[config.mk]
export PLATFORM = sky130hd
export DESIGN_NAME = register_port_sequencer_flat
export DESIGN_NICKNAME = d
export VERILOG_FILES = /design/src/rtl/register_port_sequencer_pkg.sv /design/src/rtl/register_port_sequencer_if.sv /design/src/rtl/rr_arbiter2.sv /design/src/rtl/register_port_sequencer.sv /design/src/flat_wrapper.sv
export SDC_FILE = /design/constraint.sdc
export NUM_CORES = 1
export LEC_CHECK = 0
export BUFFER_PORTS_ARGS = -buffer_cell sky130_fd_sc_hd__buf_2
export CAP_MARGIN = 25
export CORE_AREA = 8 8 180 182
export CTS_CLUSTER_SIZE = 40
export DETAILED_ROUTE_END_ITERATION = 16
export DIE_AREA = 0 0 188 190
export HOLD_SLACK_MARGIN = 0.15
export PLACE_DENSITY = 0.7
export REMOVE_ABC_BUFFERS = 1
export SLEW_MARGIN = 20
export SYNTH_ARGS = -nofsm -noshare
export SYNTH_HDL_FRONTEND = slang
export SYNTH_SLANG_ARGS = --single-unit
[constraint.sdc]
create_clock -name clk -period 7.1 [get_ports clk]
set_input_delay 0.355 -clock clk [delete_from_list [all_inputs] [get_ports clk]]
set_output_delay 0.355 -clock clk [all_outputs]
set_load 0.05 [all_outputs]
[src/rtl/register_port_sequencer_pkg.sv]
// Shared CPU package: register bank geometry, sequencer states and
// the latched transaction bundles used by the register port sequencer.
package register_port_sequencer_pkg;

    localparam int REG_COUNT = 16;
    localparam int REG_ADDR_WIDTH = $clog2(REG_COUNT);
    localparam int DATA_WIDTH = 32;

    typedef logic [REG_ADDR_WIDTH-1:0] reg_addr_t;
    typedef logic [DATA_WIDTH-1:0] data_t;

    localparam reg_addr_t REG_ZERO = '0;

    typedef enum logic [3:0] {
        IDLE,
        RD1,
        RD2,
        CAP2,
        WR,
        DRD,
        DCAP,
        DWR,
        ACK
    } state_t;

    typedef enum logic {
        GRANT_CORE = 1'b0,
        GRANT_DBG  = 1'b1
    } grant_t;

    typedef struct packed {
        reg_addr_t rs1;
        reg_addr_t rs2;
        reg_addr_t rd;
        logic      wr_en;
        data_t     wr_data;
    } core_txn_t;

    typedef struct packed {
        reg_addr_t rn;
        data_t     wr_data;
    } dbg_txn_t;

    // Register 0 is hard-wired zero, so a write there is never issued.
    function automatic logic writes_reg(logic en, reg_addr_t rn);
        return en && (rn != REG_ZERO);
    endfunction

endpackage

[src/rtl/register_port_sequencer_if.sv]
// Core, debug and bank signals of the register port sequencer.
// The sequencer takes the slave view; requesters and bank the master view.
interface register_port_sequencer_if;
    import register_port_sequencer_pkg::*;

    logic      coreReq;
    reg_addr_t coreRs1;
    reg_addr_t coreRs2;
    reg_addr_t coreRd;
    logic      coreWrEn;
    data_t     coreWrData;
    logic      coreAck;
    data_t     coreRs1Data;
    data_t     coreRs2Data;

    logic      dbgReq;
    logic      dbgWe;
    reg_addr_t dbgReg;
    data_t     dbgWrData;
    logic      dbgAck;
    data_t     dbgRdData;

    reg_addr_t bankRegNum;
    data_t     bankDataIn;
    logic      bankWriteEnable;
    data_t     bankDataOut;

    modport slave (
        input  coreReq, coreRs1, coreRs2, coreRd,
        input  coreWrEn, coreWrData,
        output coreAck, coreRs1Data, coreRs2Data,
        input  dbgReq, dbgWe, dbgReg, dbgWrData,
        output dbgAck, dbgRdData,
        output bankRegNum, bankDataIn, bankWriteEnable,
        input  bankDataOut
    );

    modport master (
        output coreReq, coreRs1, coreRs2, coreRd,
        output coreWrEn, coreWrData,
        input  coreAck, coreRs1Data, coreRs2Data,
        output dbgReq, dbgWe, dbgReg, dbgWrData,
        input  dbgAck, dbgRdData,
        input  bankRegNum, bankDataIn, bankWriteEnable,
        output bankDataOut
    );

endinterface

[src/rtl/rr_arbiter2.sv]
// Two-way round-robin arbiter between core and debug.
// On a tie the requester not granted last wins; history starts at debug.
module rr_arbiter2
    import register_port_sequencer_pkg::*;
(
    input  logic clk,
    input  logic reset,
    input  logic en,
    input  logic req_core,
    input  logic req_dbg,
    output logic grant_core,
    output logic grant_dbg
);

    grant_t last_grant;

    always_comb begin
        grant_core = en && req_core
                     && (!req_dbg || last_grant == GRANT_DBG);
        grant_dbg  = en && req_dbg && !grant_core;
    end

    always_ff @(posedge clk or posedge reset) begin
        if (reset) begin
            last_grant <= GRANT_DBG;
        end else if (grant_core) begin
            last_grant <= GRANT_CORE;
        end else if (grant_dbg) begin
            last_grant <= GRANT_DBG;
        end
    end

endmodule

[src/rtl/register_port_sequencer.sv]
// Time-shares the single-port register bank between the core pipeline
// (two reads plus optional write) and single-register debug accesses.
module register_port_sequencer
    import register_port_sequencer_pkg::*;
(
    input  logic clk,
    input  logic reset,
    register_port_sequencer_if.slave bus
);

    state_t    state;
    state_t    state_next;
    core_txn_t core_q;
    dbg_txn_t  dbg_q;
    logic      dbg_active;
    data_t     rs1_cap;
    data_t     rs2_cap;
    data_t     rs1_out;
    data_t     rs2_out;
    data_t     dbg_rd;
    logic      grant_core;
    logic      grant_dbg;
    logic      arb_en;

    assign arb_en = (state == IDLE);

    rr_arbiter2 u_arb (
        .clk        (clk),
        .reset      (reset),
        .en         (arb_en),
        .req_core   (bus.coreReq),
        .req_dbg    (bus.dbgReq),
        .grant_core (grant_core),
        .grant_dbg  (grant_dbg)
    );

    always_comb begin
        state_next          = state;
        bus.bankRegNum      = REG_ZERO;
        bus.bankDataIn      = '0;
        bus.bankWriteEnable = 1'b0;
        unique case (state)
            IDLE: begin
                if (grant_core) begin
                    state_next = RD1;
                end else if (grant_dbg) begin
                    state_next = bus.dbgWe ? DWR : DRD;
                end
            end
            RD1: begin
                bus.bankRegNum = core_q.rs1;
                state_next     = RD2;
            end
            RD2: begin
                bus.bankRegNum = core_q.rs2;
                state_next     = CAP2;
            end
            CAP2: begin
                state_next = writes_reg(core_q.wr_en, core_q.rd)
                             ? WR : ACK;
            end
            WR: begin
                bus.bankRegNum      = core_q.rd;
                bus.bankDataIn      = core_q.wr_data;
                bus.bankWriteEnable = 1'b1;
                state_next          = ACK;
            end
            DRD: begin
                bus.bankRegNum = dbg_q.rn;
                state_next     = DCAP;
            end
            DCAP: begin
                state_next = ACK;
            end
            DWR: begin
                bus.bankRegNum      = dbg_q.rn;
                bus.bankDataIn      = dbg_q.wr_data;
                bus.bankWriteEnable = writes_reg(1'b1, dbg_q.rn);
                state_next          = ACK;
            end
            ACK: begin
                state_next = IDLE;
            end
            default: begin
                state_next = IDLE;
            end
        endcase
    end

    always_ff @(posedge clk or posedge reset) begin
        if (reset) begin
            state      <= IDLE;
            core_q     <= '0;
            dbg_q      <= '0;
            dbg_active <= 1'b0;
            rs1_cap    <= '0;
            rs2_cap    <= '0;
            rs1_out    <= '0;
            rs2_out    <= '0;
            dbg_rd     <= '0;
        end else begin
            state <= state_next;
            if (grant_core) begin
                core_q.rs1     <= bus.coreRs1;
                core_q.rs2     <= bus.coreRs2;
                core_q.rd      <= bus.coreRd;
                core_q.wr_en   <= bus.coreWrEn;
                core_q.wr_data <= bus.coreWrData;
                dbg_active     <= 1'b0;
            end else if (grant_dbg) begin
                dbg_q.rn      <= bus.dbgReg;
                dbg_q.wr_data <= bus.dbgWrData;
                dbg_active    <= 1'b1;
            end
            if (state == RD2) begin
                rs1_cap <= bus.bankDataOut;
            end
            if (state == CAP2) begin
                rs2_cap <= bus.bankDataOut;
            end
            // Results become visible together, on entry to the ack cycle.
            if (state == CAP2 && state_next == ACK) begin
                rs1_out <= rs1_cap;
                rs2_out <= bus.bankDataOut;
            end
            if (state == WR) begin
                rs1_out <= rs1_cap;
                rs2_out <= rs2_cap;
            end
            if (state == DCAP) begin
                dbg_rd <= bus.bankDataOut;
            end
        end
    end

    assign bus.coreAck     = (state == ACK) && !dbg_active;
    assign bus.dbgAck      = (state == ACK) && dbg_active;
    assign bus.coreRs1Data = rs1_out;
    assign bus.coreRs2Data = rs2_out;
    assign bus.dbgRdData   = dbg_rd;

endmodule

[src/flat_wrapper.sv]
// flat-port wrapper written by rule: the top's interface ports become plain ports
module register_port_sequencer_flat import register_port_sequencer_pkg::*;
  (clk, reset, bus_coreReq, bus_coreRs1, bus_coreRs2, bus_coreRd, bus_coreWrEn, bus_coreWrData, bus_coreAck, bus_coreRs1Data, bus_coreRs2Data, bus_dbgReq, bus_dbgWe, bus_dbgReg, bus_dbgWrData, bus_dbgAck, bus_dbgRdData, bus_bankRegNum, bus_bankDataIn, bus_bankWriteEnable, bus_bankDataOut);
  register_port_sequencer_if bus_i ();
  input  logic clk;
  input  logic reset;
  input wire logic [$bits(bus_i.coreReq)-1:0] bus_coreReq;
  input wire logic [$bits(bus_i.coreRs1)-1:0] bus_coreRs1;
  input wire logic [$bits(bus_i.coreRs2)-1:0] bus_coreRs2;
  input wire logic [$bits(bus_i.coreRd)-1:0] bus_coreRd;
  input wire logic [$bits(bus_i.coreWrEn)-1:0] bus_coreWrEn;
  input wire logic [$bits(bus_i.coreWrData)-1:0] bus_coreWrData;
  output wire logic [$bits(bus_i.coreAck)-1:0] bus_coreAck;
  output wire logic [$bits(bus_i.coreRs1Data)-1:0] bus_coreRs1Data;
  output wire logic [$bits(bus_i.coreRs2Data)-1:0] bus_coreRs2Data;
  input wire logic [$bits(bus_i.dbgReq)-1:0] bus_dbgReq;
  input wire logic [$bits(bus_i.dbgWe)-1:0] bus_dbgWe;
  input wire logic [$bits(bus_i.dbgReg)-1:0] bus_dbgReg;
  input wire logic [$bits(bus_i.dbgWrData)-1:0] bus_dbgWrData;
  output wire logic [$bits(bus_i.dbgAck)-1:0] bus_dbgAck;
  output wire logic [$bits(bus_i.dbgRdData)-1:0] bus_dbgRdData;
  output wire logic [$bits(bus_i.bankRegNum)-1:0] bus_bankRegNum;
  output wire logic [$bits(bus_i.bankDataIn)-1:0] bus_bankDataIn;
  output wire logic [$bits(bus_i.bankWriteEnable)-1:0] bus_bankWriteEnable;
  input wire logic [$bits(bus_i.bankDataOut)-1:0] bus_bankDataOut;
  assign bus_i.coreReq = bus_coreReq;
  assign bus_i.coreRs1 = bus_coreRs1;
  assign bus_i.coreRs2 = bus_coreRs2;
  assign bus_i.coreRd = bus_coreRd;
  assign bus_i.coreWrEn = bus_coreWrEn;
  assign bus_i.coreWrData = bus_coreWrData;
  assign bus_coreAck = bus_i.coreAck;
  assign bus_coreRs1Data = bus_i.coreRs1Data;
  assign bus_coreRs2Data = bus_i.coreRs2Data;
  assign bus_i.dbgReq = bus_dbgReq;
  assign bus_i.dbgWe = bus_dbgWe;
  assign bus_i.dbgReg = bus_dbgReg;
  assign bus_i.dbgWrData = bus_dbgWrData;
  assign bus_dbgAck = bus_i.dbgAck;
  assign bus_dbgRdData = bus_i.dbgRdData;
  assign bus_bankRegNum = bus_i.bankRegNum;
  assign bus_bankDataIn = bus_i.bankDataIn;
  assign bus_bankWriteEnable = bus_i.bankWriteEnable;
  assign bus_i.bankDataOut = bus_bankDataOut;
  register_port_sequencer u_core (.clk(clk), .reset(reset), .bus(bus_i));
endmodule
## Word-level counts from Yosys, hierarchy flattened

Index checks and enable logic that the tools add are counted.

| storage, ports and cells | value |
|---|---|
| bits of input ports | 118 |
| word-level logic and storage cells | 59 |
| flip-flop bits (word level) | 247 |
| output and inout port bits | 135 |

| cells by class | value |
|---|---|
| reductions and logical operators | 20 |
| muxes and demuxes | 14 |
| bitwise gates (word level) | 1 |
| equal/unequal tests | 9 |

Operators with widths:

| operator | number |
|---|---|
| 32-bit 2-to-1 mux | 4 |
| 32-bit one-hot mux with 2 select lines | 1 |
| 4-bit one-hot mux with 6 select lines | 1 |
| 4-bit by 3-bit equality test with 1-bit output, second input constant | 4 |
| 4-bit one-hot mux with 4 select lines | 1 |
| 4-bit 2-to-1 mux | 3 |
| 4-bit by 2-bit equality test with 1-bit output, second input constant | 2 |
| 4-bit equality test, second input constant | 2 |
| 1-bit logical AND | 8 |
| 4-bit nonzero test | 2 |
| 4-bit by 1-bit equality test with 1-bit output, second input constant | 1 |
| 4-bit zero test | 1 |
| 2-bit nonzero test | 2 |
| 1-bit zero test | 3 |
| 3-bit OR reduction | 1 |
| 1-bit 2-to-1 mux | 2 |
| 2-bit 2-to-1 mux | 1 |
| 1-bit one-hot mux with 2 select lines | 1 |
| 2-bit AND reduction | 1 |
| 2-bit OR reduction | 1 |
| 1-bit logical OR | 1 |
| 1-bit NOT | 1 |

## Logic depth before layout (Yosys ltp)

| logic depth | value |
|---|---|
| depth after elaboration | 12 |
| gate-level depth with buffers | 6 |
| depth with buffers taken out | 3 |

## Cells and area by module

Synthesis repeated with hierarchy kept, for this count alone.

| unflattened totals | value |
|---|---|
| cell total of the unflattened synthesis | 799 |
| area total of the unflattened synthesis | 10,206.0 um^2 |

By module, submodules not included:

| module | cells each | area each (um^2) | instances | seq. area each (um^2) |
|---|---|---|---|---|
| register_port_sequencer | 790 | 10,139.7 | 1 | 6,155.9 |
| rr_arbiter2 | 9 | 66.3 | 1 | 26.3 |

## Worst setup path before layout

No wires, ideal clock.

| timing | value |
|---|---|
| path type | register -> output |
| start point | reg u_core.state[0] |
| end point | out bus_coreAck |
| stages on the path, launching flop included | 5 |
| data required time | 6.745 ns |
| arrival | 2.408 ns |
| buffers on the path | 2 |
| path slack | 4.337 ns |
| cells stage by stage | dfrtp_1 buf_2 clkbuf_1 nor2_1 nor4bb_1 |

| on the way | value |
|---|---|
| longest elaborated chain between the ends | 2 |

Ends and longest elaborated chain:

| item | RTL line | source |
|---|---|---|
| start, declared | register_port_sequencer.sv:11 | `state_t state;` |
| start signal, assigned | register_port_sequencer.sv:102 | `state <= state_next;` |
| 4-bit equality test | register_port_sequencer.sv:136 | `assign bus.coreAck = (state == ACK) && !dbg_active;` |
| 1-bit logical AND | register_port_sequencer.sv:136 |  |
| end, declared | flat_wrapper.sv:13 | `output wire logic [$bits(bus_i.coreAck)-1:0] bus_coreAck;` |

Every way passes these cells.

## Worst setup path after layout

| timing | value |
|---|---|
| start point | reg u_core.state[2] |
| end point | out bus_bankRegNum[3] |

| on the way | value |
|---|---|
| longest elaborated chain between the ends | 3 |
| elaborated cells between the ends (all ways) | 7 |
| those cells by class | eq/ne: 5; mux: 1; reduce/logical: 1 |

Ends and longest elaborated chain:

| item | RTL line | source |
|---|---|---|
| 4-bit by 3-bit equality test with 1-bit output | register_port_sequencer.sv:42 | `unique case (state)` |
| 2-bit OR reduction (no source line) | - |  |
| 4-bit one-hot mux with 4 select lines * | register_port_sequencer.sv:42 |  |
| end, declared | flat_wrapper.sv:22 | `output wire logic [$bits(bus_i.bankRegNum)-1:0] bus_bankRegNum;` |

Mark *: on every way between the ends. The rest lies on a longest branch, timed or not.

==> metrics.md <==
| Metric | Value |
|---|---|
| Nets@finish | `1266` |
| Gr ovfl total | `0` |
| Area of the multi-input gates | `3760 um^2` |
| Cell-internal power | `0.00414 W` |
| WS Path Type | `flip-flop to output port` |
| Drt pass-1 iters | `5` |
| Fmax | `291 MHz` |
| Worst-margin pin slew | `912 ps` |
| Outcome | `complete, no violations` |
| CP Max Fanout | `66` |
| Post-synth EDFFs | `0` |
| Hold Crit Class | `primary input to flip-flop` |
| Htree depth | `1` |
| Static Leak | `6.54 nW` |
| Clock skew | `14.3 ps` |
| Core ar. | `29400 um^2` |
| DP Worst Slack | `4190 ps` |
| Area grow syn2layout | `38.3%` |
| RSZ-0062 raised after global routing | `no` |
| Final period utilization | `48.5%` |
| Die Height | `190 um` |
| Main synth FF type | `dfrtp_1` |
| CTS tree | `done` |
| Hold Buf Count CTS | `117` |
| Switch share | `42.8%` |
| Critical path's slowest cell | `dfrtp_1` |
| Sequential share of the synthesized area | `60.8%` |
| CTS Buffer Depth | `3` |
| Max-slew headroom | `39.2%` |
| Fillers | `2570` |
| Setup TNS | `0 ps` |
| Buffers added on ports | `252` |
| Number of library cell types mapped by synthesis | `41` |
| R2R Path Start | `u_core.state[0]` |
| Fin Hold WS | `232 ps` |
| Synth Cell Area | `10200 um^2` |
| Hold Violations, Final | `0` |
| Vias in the first global route | `8457` |
| Clk Latency, worst-skew pair | `530 ps` |
| Max-cap violations | `0` |
| Pin count of the biggest net entering global routing | `100` |
| Post-DRT Antenna Nets | `0` |
| PostCTS Resize Cnt | `0` |
| # DRC | `0` |
| Pwr dens | `514 nW/um^2` |
| Synth area leaders | `dfrtp_1 61%, mux2_2 17%, nand2_1 3.6%` |
| Largest stage delay, worst path | `750 ps` |
| Layout Utilization | `47.8%` |
| WL per Instance | `19.1 um` |
| Crit path launch type | `flip-flop` |
| Chip width | `188 um` |
| Initial DRC Count | `394` |
| Layout cell share with drive strength beyond 1 | `41.1%` |
| FF+latch area | `6180 um^2` |
| Routability cong. | `0.789` |
| Cell Area, Placed | `11800 um^2` |
| Number of vias per cell | `5.04` |
| Post-synth top area cell | `dfrtp_1` |
| Worst vdd ir | `0.241 mV` |
| Antenna violations before repair | `1` |
| Net switching power | `0.00309 W` |
| Setup ws final | `3660 ps` |
| HPWL Detailed | `18600 um` |
| GRT Total Usage | `16.4%` |
| CTS clock-pin slew for the worst setup and hold paths | `60 ps` |
| Slew Limit Fails | `0` |
| Crit path cell chain | `nor4b_4 > buf_4 > a22oi_1 > o21ai_0 > buf_2` |
| Site Rows | `63` |
| Die Area | `35700 um^2` |
| Setup crit end kind | `output port` |
| Number of clock sinks | `247` |
| Cells after Synth | `793` |
| Initial core utilization | `34.6%` |
| Post-synthesis register bit count | `247` |
| Cell area after layout | `14000 um^2` |
| Most frequent cells in the layout | `252 x buf_2, 246 x dfrtp_1, 156 x mux2_2, 117 x dlygate4sd3_1, 98 x nand2_1` |
| First-pass GRT wire length | `47900 um` |
| Clock Power Share | `20.8%` |
| Min Tclk post-route | `3440 ps` |
| Avg Cell Area, Syn | `12.8 um^2` |
| Comb pwr share | `43.0%` |
| Setup violations, final | `0` |
| Via Count | `7858` |
| Yosys top cell area share | `60.6%` |
| Synth warnings | `0` |
| I/O Pins | `253` |
| Clock Root Buffer | `clkbuf_16` |
| Critical Path AT | `3090 ps` |
| Reg power frac | `36.1%` |
| Most common cell after layout, fill and taps aside | `buf_2` |
| Async S/R FF share, synth | `100%` |
| Hold path startpoint | `bus_coreReq` |
| Drt total wl | `29800 um` |
| Worst Path Required | `6740 ps` |
| Buf+Inv Stages, Crit Path | `2` |
| TritonCTS Buffers | `28` |
| Crit. Startpoint | `u_core.state[2]` |
| Setup bufs post-CTS | `0` |
| Cell family with most CP delay | `buffers and inverters` |
cells in the mapped netlist, drive strengths merged (2+ instances only):
library cell / n
inv: 3
and4b: 2
a211oi: 3
a221o: 3
mux2: 177
a31oi: 32
nand2b: 2
clkbuf: 28
nor3: 2
a22o: 32
a22oi: 3
and3b: 2
nand2: 98
nand3b: 4
dfrtp: 246
nor4: 2
buf: 31
a21oi: 36
o2bb2ai: 2
o41ai: 2
nor2: 36
nor4b: 3
o21ai: 33
sequential cells by signal (all words and copies together), names as in the netlist:
| signal | flops |
|---|---|
| u_core.bus.coreRs2Data | 32 |
| u_core.core_q | 45 |
| u_core.dbg_active | 1 |
| u_core.u_arb.last_grant | 1 |
| u_core.rs2_cap | 32 |
| u_core.state | 4 |
| u_core.bus.coreRs1Data | 32 |
| u_core.bus.dbgRdData | 32 |
| u_core.dbg_q | 36 |
| u_core.rs1_cap | 32 |
worst paths after layout:
check	to	slack, ps	cells after the start
worst min register to register	u_core.rs2_cap[19]	470	2
min in group asynchronous	u_core.dbg_q[31]	490	3
worst max register to register	u_core.dbg_q[24]	4430	4
worst max-delay path	bus_bankRegNum[3]	3660	5
max in group asynchronous	u_core.u_arb.last_grant	5370	5
worst min-delay path	u_core.state[0]	230	3
worst register-to-register path, stage by stage (launching register included):
cell and delay, ps:
dfrtp_1 670, or4_4 700, a211oi_4 220, buf_4 500, mux2_2 470
power groups by stage:
stage | clock network [W] | registers, W | logic, W
floorplan | 0 | 0.00343 | 0.00135
global placement | 0 | 0.00261 | 0.00300
detailed placement | 0 | 0.00262 | 0.00307
CTS | 0.00155 | 0.00261 | 0.00313
global route | 0.00160 | 0.00269 | 0.00332
finish | 0.00150 | 0.00261 | 0.00311
routing by layer:
metal  vias up  share of wire [%]  GRT usage, %
met1      3940                 41          20.1
met4         0                2.4          5.09
met2       342                 48          27.2
li1       3531                  -             -
met5         -                  0             0
met3        45                9.3          5.51
cell families after synthesis:
group | after synthesis | share of synthesized area (%)
AND/OR/NAND/NOR | 158 | 7.14
multiplexers | 177 | 19.6
AO/OA/AOI/OAI | 149 | 9.59
buffers and inverters | 62 | 2.81
flip-flops | 247 | 60.8
through the flow:
step / total power, W / instances
final: 0.00723 / 1560
after global routing: 0.00762 / 1560
after detailed placement: 0.00569 / 1388
after global placement: 0.00561 / 1387
after floorplan: 0.00478 / 734
after CTS: 0.00728 / 1556
area by class of cell:
cell class / instances / share of cell area (%)
antenna: 1 / 0.0178
clock buffer: 43 / 6.11
clock inverter: 8 / 0.855
inverter: 3 / 0.134
multi-input combinational: 484 / 26.8
sequential: 247 / 44.0
tap: 390 / 3.47
timing repair buffer: 384 / 18.6
(Power assumes the default switching activity.)
